===== src/rtl/clkdiv_pkg.sv =====
`default_nettype none
// ============================================================================
//  Module   : clkdiv_pkg
//  Purpose  : Shared types for the multi-channel clock divider.
//  Revision : 1.0 - initial release
// ============================================================================
package clkdiv_pkg;

   // Widest divisor a channel configuration can carry; DIV_WIDTH must not exceed it.
   localparam int c_DIV_W_MAX = 32;

   typedef enum logic {
      TOGGLE = 1'b0,
      PULSE  = 1'b1
   } div_mode_t;

   typedef struct packed {
      logic [c_DIV_W_MAX-1:0] div;
      div_mode_t              mode;
   } div_cfg_t;

endpackage
`default_nettype wire


===== src/rtl/divider_channel.sv =====
`default_nettype none
// ============================================================================
//  Module   : divider_channel
//  Purpose  : One divider channel: counter, active/pending configuration and
//             glitch-free application of new settings at period boundaries.
//  Revision : 1.0 - initial release
// ============================================================================
module divider_channel
   import clkdiv_pkg::*;
#(
   parameter int                   DIV_WIDTH  = 26,
   parameter logic [DIV_WIDTH-1:0] RESET_DIV  = '0,
   parameter div_mode_t            RESET_MODE = TOGGLE
) (
   input  logic     clk,
   input  logic     reset,
   input  logic     load,
   input  div_cfg_t load_cfg,
   input  logic     sync,
   output logic     out
);

   localparam logic [DIV_WIDTH-1:0] c_ONE = DIV_WIDTH'(1);

   logic [DIV_WIDTH-1:0] r_cnt;
   logic [DIV_WIDTH-1:0] r_act_div;
   div_mode_t            r_act_mode;
   logic [DIV_WIDTH-1:0] r_pend_div;
   div_mode_t            r_pend_mode;
   logic                 r_pend_valid;
   logic                 r_out;

   logic [DIV_WIDTH-1:0] w_cnt_nxt;
   logic [DIV_WIDTH-1:0] w_act_div_nxt;
   div_mode_t            w_act_mode_nxt;
   logic [DIV_WIDTH-1:0] w_pend_div_nxt;
   div_mode_t            w_pend_mode_nxt;
   logic                 w_pend_valid_nxt;
   logic                 w_out_nxt;
   logic                 w_apply;
   logic                 w_boundary;

   // Configuration bits above DIV_WIDTH are always zero and carry no information.
   logic [c_DIV_W_MAX-1:0] w_unused_div;
   assign w_unused_div = load_cfg.div;

   assign w_boundary = (r_act_div != '0) && (r_cnt == r_act_div - c_ONE);

   // Next-state: sync first, then idle, boundary, plain counting; a load always lands last.
   always_comb begin
      w_cnt_nxt        = r_cnt;
      w_act_div_nxt    = r_act_div;
      w_act_mode_nxt   = r_act_mode;
      w_pend_div_nxt   = r_pend_div;
      w_pend_mode_nxt  = r_pend_mode;
      w_pend_valid_nxt = r_pend_valid;
      w_out_nxt        = r_out;
      w_apply          = 1'b0;

      if (sync || (r_act_div == '0)) begin
         w_cnt_nxt = '0;
         w_out_nxt = 1'b0;
         w_apply   = r_pend_valid;
      end else if (w_boundary) begin
         w_cnt_nxt = '0;
         w_apply   = r_pend_valid;
         // A stop or a mode switch restarts the output low; otherwise advance the waveform.
         if (r_pend_valid && ((r_pend_div == '0) || (r_pend_mode != r_act_mode))) begin
            w_out_nxt = 1'b0;
         end else if (r_act_mode == PULSE) begin
            w_out_nxt = 1'b1;
         end else begin
            w_out_nxt = ~r_out;
         end
      end else begin
         w_cnt_nxt = r_cnt + c_ONE;
         if (r_act_mode == PULSE) begin
            w_out_nxt = 1'b0;
         end
      end

      if (w_apply) begin
         w_act_div_nxt    = r_pend_div;
         w_act_mode_nxt   = r_pend_mode;
         w_pend_valid_nxt = 1'b0;
      end

      if (load) begin
         w_pend_div_nxt   = load_cfg.div[DIV_WIDTH-1:0];
         w_pend_mode_nxt  = load_cfg.mode;
         w_pend_valid_nxt = 1'b1;
      end
   end

   // Channel state registers with immediate reset.
   always_ff @(posedge clk or posedge reset) begin
      if (reset) begin
         r_cnt        <= '0;
         r_act_div    <= RESET_DIV;
         r_act_mode   <= RESET_MODE;
         r_pend_div   <= '0;
         r_pend_mode  <= TOGGLE;
         r_pend_valid <= 1'b0;
         r_out        <= 1'b0;
      end else begin
         r_cnt        <= w_cnt_nxt;
         r_act_div    <= w_act_div_nxt;
         r_act_mode   <= w_act_mode_nxt;
         r_pend_div   <= w_pend_div_nxt;
         r_pend_mode  <= w_pend_mode_nxt;
         r_pend_valid <= w_pend_valid_nxt;
         r_out        <= w_out_nxt;
      end
   end

   assign out = r_out;

endmodule
`default_nettype wire


===== src/rtl/multi_clock_divider.sv =====
`default_nettype none
// ============================================================================
//  Module   : multi_clock_divider
//  Purpose  : N-channel programmable clock divider with per-channel divisor
//             and toggle/pulse mode, write acknowledge and global phase sync.
//  Revision : 1.0 - initial release
// ============================================================================
module multi_clock_divider
   import clkdiv_pkg::*;
#(
   parameter int                   NUM_CH     = 4,
   parameter int                   DIV_WIDTH  = 26,
   parameter logic [DIV_WIDTH-1:0] RESET_DIV  = '0,
   parameter div_mode_t            RESET_MODE = TOGGLE
) (
   input  logic                     clk,
   input  logic                     reset,
   input  logic                     wr_en,
   input  logic [$clog2(NUM_CH):0]  wr_chan,
   input  logic [DIV_WIDTH-1:0]     wr_div,
   input  logic                     wr_mode,
   output logic                     wr_ack,
   output logic                     wr_err,
   input  logic                     sync,
   output logic [NUM_CH-1:0]        outClk
);

   localparam int                c_CH_W   = $clog2(NUM_CH) + 1;
   localparam logic [c_CH_W-1:0] c_NUM_CH = c_CH_W'(NUM_CH);

   logic              r_ack;
   logic              r_err;
   logic              w_in_range;
   logic [NUM_CH-1:0] w_load;
   div_cfg_t          w_cfg;

   assign w_in_range = (wr_chan < c_NUM_CH);
   assign w_cfg.div  = c_DIV_W_MAX'(wr_div);
   assign w_cfg.mode = div_mode_t'(wr_mode);

   // Write handshake: one-cycle acknowledge or range error per write strobe.
   always_ff @(posedge clk or posedge reset) begin
      if (reset) begin
         r_ack <= 1'b0;
         r_err <= 1'b0;
      end else begin
         r_ack <= wr_en && w_in_range;
         r_err <= wr_en && !w_in_range;
      end
   end

   assign wr_ack = r_ack;
   assign wr_err = r_err;

   generate
      for (genvar i = 0; i < NUM_CH; i++) begin : g_ch
         assign w_load[i] = wr_en && (wr_chan == c_CH_W'(i));

         divider_channel #(
            .DIV_WIDTH  (DIV_WIDTH),
            .RESET_DIV  (RESET_DIV),
            .RESET_MODE (RESET_MODE)
         ) u_chan (
            .clk      (clk),
            .reset    (reset),
            .load     (w_load[i]),
            .load_cfg (w_cfg),
            .sync     (sync),
            .out      (outClk[i])
         );
      end
   endgenerate

endmodule
`default_nettype wire

===== config.mk =====
export PLATFORM = sky130hd
export DESIGN_NAME = multi_clock_divider
export DESIGN_NICKNAME = d
export VERILOG_FILES = /design/src/rtl/clkdiv_pkg.sv /design/src/rtl/divider_channel.sv /design/src/rtl/multi_clock_divider.sv
export SDC_FILE = /design/constraint.sdc
export NUM_CORES = 1
export LEC_CHECK = 0
export ABC_AREA = 0
export BUFFER_PORTS_ARGS = -buffer_cell sky130_fd_sc_hd__buf_2
export CAP_MARGIN = 20
export CELL_PAD_IN_SITES_DETAIL_PLACEMENT = 0
export CELL_PAD_IN_SITES_GLOBAL_PLACEMENT = 1
export CORE_ASPECT_RATIO = 1.75
export CORE_MARGIN = 3
export CORE_UTILIZATION = 55
export CTS_BUF_LIST = sky130_fd_sc_hd__clkbuf_4 sky130_fd_sc_hd__clkbuf_8
export DETAILED_ROUTE_END_ITERATION = 16
export PLACE_DENSITY_LB_ADDON = 0.1
export SETUP_SLACK_MARGIN = 0.2
export SYNTH_ARGS = -nofsm -noshare
export SYNTH_HDL_FRONTEND = slang
export SYNTH_SLANG_ARGS = --single-unit

===== constraint.sdc =====
create_clock -name clk -period 18.1 [get_ports clk]
set_clock_uncertainty 0.1 [all_clocks]
set_input_delay 3.62 -clock clk [delete_from_list [all_inputs] [get_ports clk]]
set_output_delay 3.62 -clock clk [all_outputs]
set_load 0.02 [all_outputs]

==> impl_metrics.json <==
{
  "fillerInstances": 2625,
  "cp_max_fo": 27,
  "peakVddDrop_v": 0.000118,
  "die_h_um": 242,
  "synth_area_per_cell_um2": 10.8,
  "fin_crit_ns": 5.06,
  "antenna_found_initial": 1,
  "startpoint_type": "input port",
  "cp.arrival_ns": 5.44,
  "synth-xor-area-share_pct": 11.4,
  "vias_per_cell": 5.89,
  "multiInputGateArea_um2": 8800,
  "yosysWarnings": 0,
  "synth_compound_gate_area_share_pct": 5.44,
  "drt_pre_antenna_iters": 5,
  "p_total_uw": 2630,
  "cts_tree": "yes",
  "ios": 40,
  "numCtsBuffers": 50,
  "routed_wl_mm": 40.9,
  "synth-simple-area-share_pct": 18.1,
  "synth_flop_cell": "dfrtp_1",
  "vias": 12300,
  "yosysUniqueCellTypes": 73,
  "grt_setup_unrepaired": "false",
  "use_met3_pct": 3.10,
  "slew_viol_final": 0,
  "synthMuxAreaShare_pct": 14.5,
  "async_reset_ff_share_pct": 100,
  "grtUsageMet2_pct": 41.2,
  "synth_fp_nets": 1666,
  "power_leakage_uw": 0.00814,
  "stdcell_count": 2089,
  "place_congestion": 0.891,
  "postSynthCellCount": 1620,
  "wl_per_cell_um": 19.6,
  "fp.dieW_um": 141,
  "crit_chain": "buf_2 > or2_2 > o21ai_4 > mux2_2",
  "syn-cell-area_um2": 17500,
  "cts_root_buf": "clkbuf_8",
  "htreeDepth": 2,
  "cts_hold_buf": 0,
  "crit_required_ns": 18.48,
  "use_met1_pct": 29.2,
  "cts_setup_buffers": 0,
  "synthToLayoutAreaGrowth_pct": 10.3,
  "final_antenna_net_count": 0,
  "clock-sinks": 330,
  "slew_headroom_pct": 28.4,
  "cts.clk_slew.worst_paths_ns": 0.07,
  "busiest_layer": "met2",
  "io_buffers": 39,
  "drive_gt1_share_pct": 23.2,
  "cts_resized": 0,
  "clk_path_buf_depth": 3,
  "ys_seq_area_share_pct": 47.3,
  "finalCritPeriodShare_pct": 28.0,
  "fmax_ghz": 0.197,
  "grt-ovfl-total": 0,
  "slowest_stage": "o21ai_4",
  "first_iter_violations": 486,
  "hpwl_mm": 29.6,
  "synth-edff-count": 0,
  "drv_cap": 0,
  "core_um2": 31100,
  "die-area_um2": 34000,
  "status": "completed",
  "tns_ns": 0,
  "finalHoldViolations": 0,
  "crit_type": "input port to register",
  "rows": 85,
  "synth_adder_area_share_pct": 0.860,
  "synth_top_family_by_area": "simple AND/OR/NAND/NOR gates",
  "start_util_pct": 56.2,
  "grt_pass1_wl_mm": 66.2,
  "synth-seq-cells": 330,
  "grt_max_degree": 190,
  "grtUsageTotal_pct": 24.1,
  "clk_latency_ns": 0.61,
  "drc": 0,
  "min_path_type": "register to register",
  "power_density_nw_per_um2": 136,
  "setup_viol": 0,
  "slowest_delay_ns": 0.84,
  "cp-end-kind": "register",
  "nets": 1703,
  "placed_cells": 1996,
  "ff_latch_area_um2": 8260,
  "first_global_vias": 12400,
  "worst_pin_slew_ns": 1.07
}
==> cells by family (layout without fill, tap and decap cells) <==
| family | Yosys count | after routing |
|---|---|---|
| and+or+nand+nor | 603 | 603 |
| DFF | 330 | 330 |
| xor gates and xnor gates | 228 | 228 |
| muxes | 218 | 218 |
| AOI/OAI and AO/OA | 130 | 130 |
| buffers and inverters | 99 | 176 |
| adders and majority gates | 12 | 12 |
| other | 0 | 1 |
==> worst max-delay path, delay by kind of cell <==
| kind | cells | cell delay, ns |
|---|---|---|
| buf+inv | 1 | 0.19 |
| mux | 1 | 0.43 |
| simple gates | 1 | 0.36 |
| compound gates | 1 | 0.84 |
==> final timing paths <==
kind	startpoint	endpoint	slack, ns	depth (start not counted)
max	sync	g_ch[0].u_chan.r_act_div[25]$_DFFE_PP0P_	13.04	4
min reg2reg	g_ch[0].u_chan.r_cnt[0]$_DFF_PP0_	g_ch[0].u_chan.r_cnt[0]$_DFF_PP0_	0.42	1
min	g_ch[0].u_chan.r_cnt[0]$_DFF_PP0_	g_ch[0].u_chan.r_cnt[0]$_DFF_PP0_	0.42	1
min in group asynchronous	reset	g_ch[1].u_chan.r_cnt[1]$_DFF_PP0_	3.10	2
max reg2reg	g_ch[2].u_chan.r_act_div[0]$_DFFE_PP0P_	g_ch[2].u_chan.r_act_div[19]$_DFFE_PP0P_	13.60	9
max in group asynchronous	reset	g_ch[3].u_chan.r_cnt[4]$_DFF_PP0_	13.21	3
==> where the power goes <==
group	switching, µW	total (µW)	leakage [µW]	internal [µW]
logic	339	703	0.00328	364
clock network	311	772	0.000657	461
registers	247	1150	0.00420	905
total	896	2630	0.00814	1730
==> cells in the final DEF (no fill, tap or decap), types with 10 or more instances in the layout <==
master and n:
dfrtp_1 330, mux2_2 197, nor2_1 184, xnor2_1 119, xor2_1 109, nor4_1 65
clkbuf_8 65, nand3_1 60, nand2_1 58, nor3_1 47, nand4_1 39, buf_2 39
and3_1 37, inv_1 32, mux2_4 20, a21oi_1 19, or4_1 18, o21ai_0 17
or3_1 14, ha_1 12, a31oi_1 11, and2_1 11, buf_4 11, and4_1 10
or2_2 10
==> per-layer routing <==
layer  wire (µm)  share of wire [%]  up-vias
li1            -                  -     5912
met1       16500                 40     6048
met2       20700                 51      223
met3        1120                2.7      118
met4        2570                6.3        0
met5           0                  0        -
==> cells in the mapped netlist, types with 6 or more instances <==
cell type	n	area, µm²
a211oi_1	8	60.1
a21oi_1	19	95.1
a31oi_1	11	68.8
and2_1	11	68.8
and3_1	37	231
and4_1	10	87.6
buf_2	10	50.1
clkbuf_1	46	173
dfrtp_1	330	8260
ha_1	12	150
inv_1	33	124
mux2_2	197	2220
mux2_4	20	300
nand2_1	58	218
nand2b_1	7	43.8
nand3_1	60	300
nand4_1	39	244
nor2_1	186	698
nor3_1	47	235
nor3b_1	9	67.6
nor4_1	65	407
o211ai_1	7	52.6
o21ai_0	17	85.1
o22ai_1	9	56.3
or2_2	10	62.6
or3_1	14	87.6
or3b_2	6	52.6
or4_1	18	135
xnor2_1	119	1040
xor2_1	109	955
==> through the flow <==
step,setup WS [ns],area [µm²],util (%),hold slack (ns)
4_1_cts,13.07,19300,62.0,0.427
2_1_floorplan,5.24,17500,-,0.374
6_report,13.04,19300,62.0,0.422
5_1_grt,12.95,19300,62.0,0.454
3_5_place_dp,12.43,18000,57.9,0.418
3_3_place_gp,12.45,18000,57.9,0.412
==> state kept, by name (all words and copies together), names as in the netlist <==
register / count
g_ch.u_chan.out: 4
g_ch.u_chan.r_act_div: 104
g_ch.u_chan.r_act_mode: 4
g_ch.u_chan.r_cnt: 104
g_ch.u_chan.r_pend_div: 104
g_ch.u_chan.r_pend_mode: 4
g_ch.u_chan.r_pend_valid: 4
wr_ack: 1
wr_err: 1
==> area by class of cell <==
cell class | instances | area share [%]
Tap cell | 391 | 2.54
Sequential cell | 330 | 42.9
Antenna cell | 1 | 0.0130
Multi-Input combinational cell | 1191 | 45.7
Clock inverter | 24 | 1.89
Inverter | 33 | 0.682
Clock buffer | 68 | 4.76
Timing Repair Buffer | 51 | 1.55
Note: power is estimated with default switching activity, not from simulation.
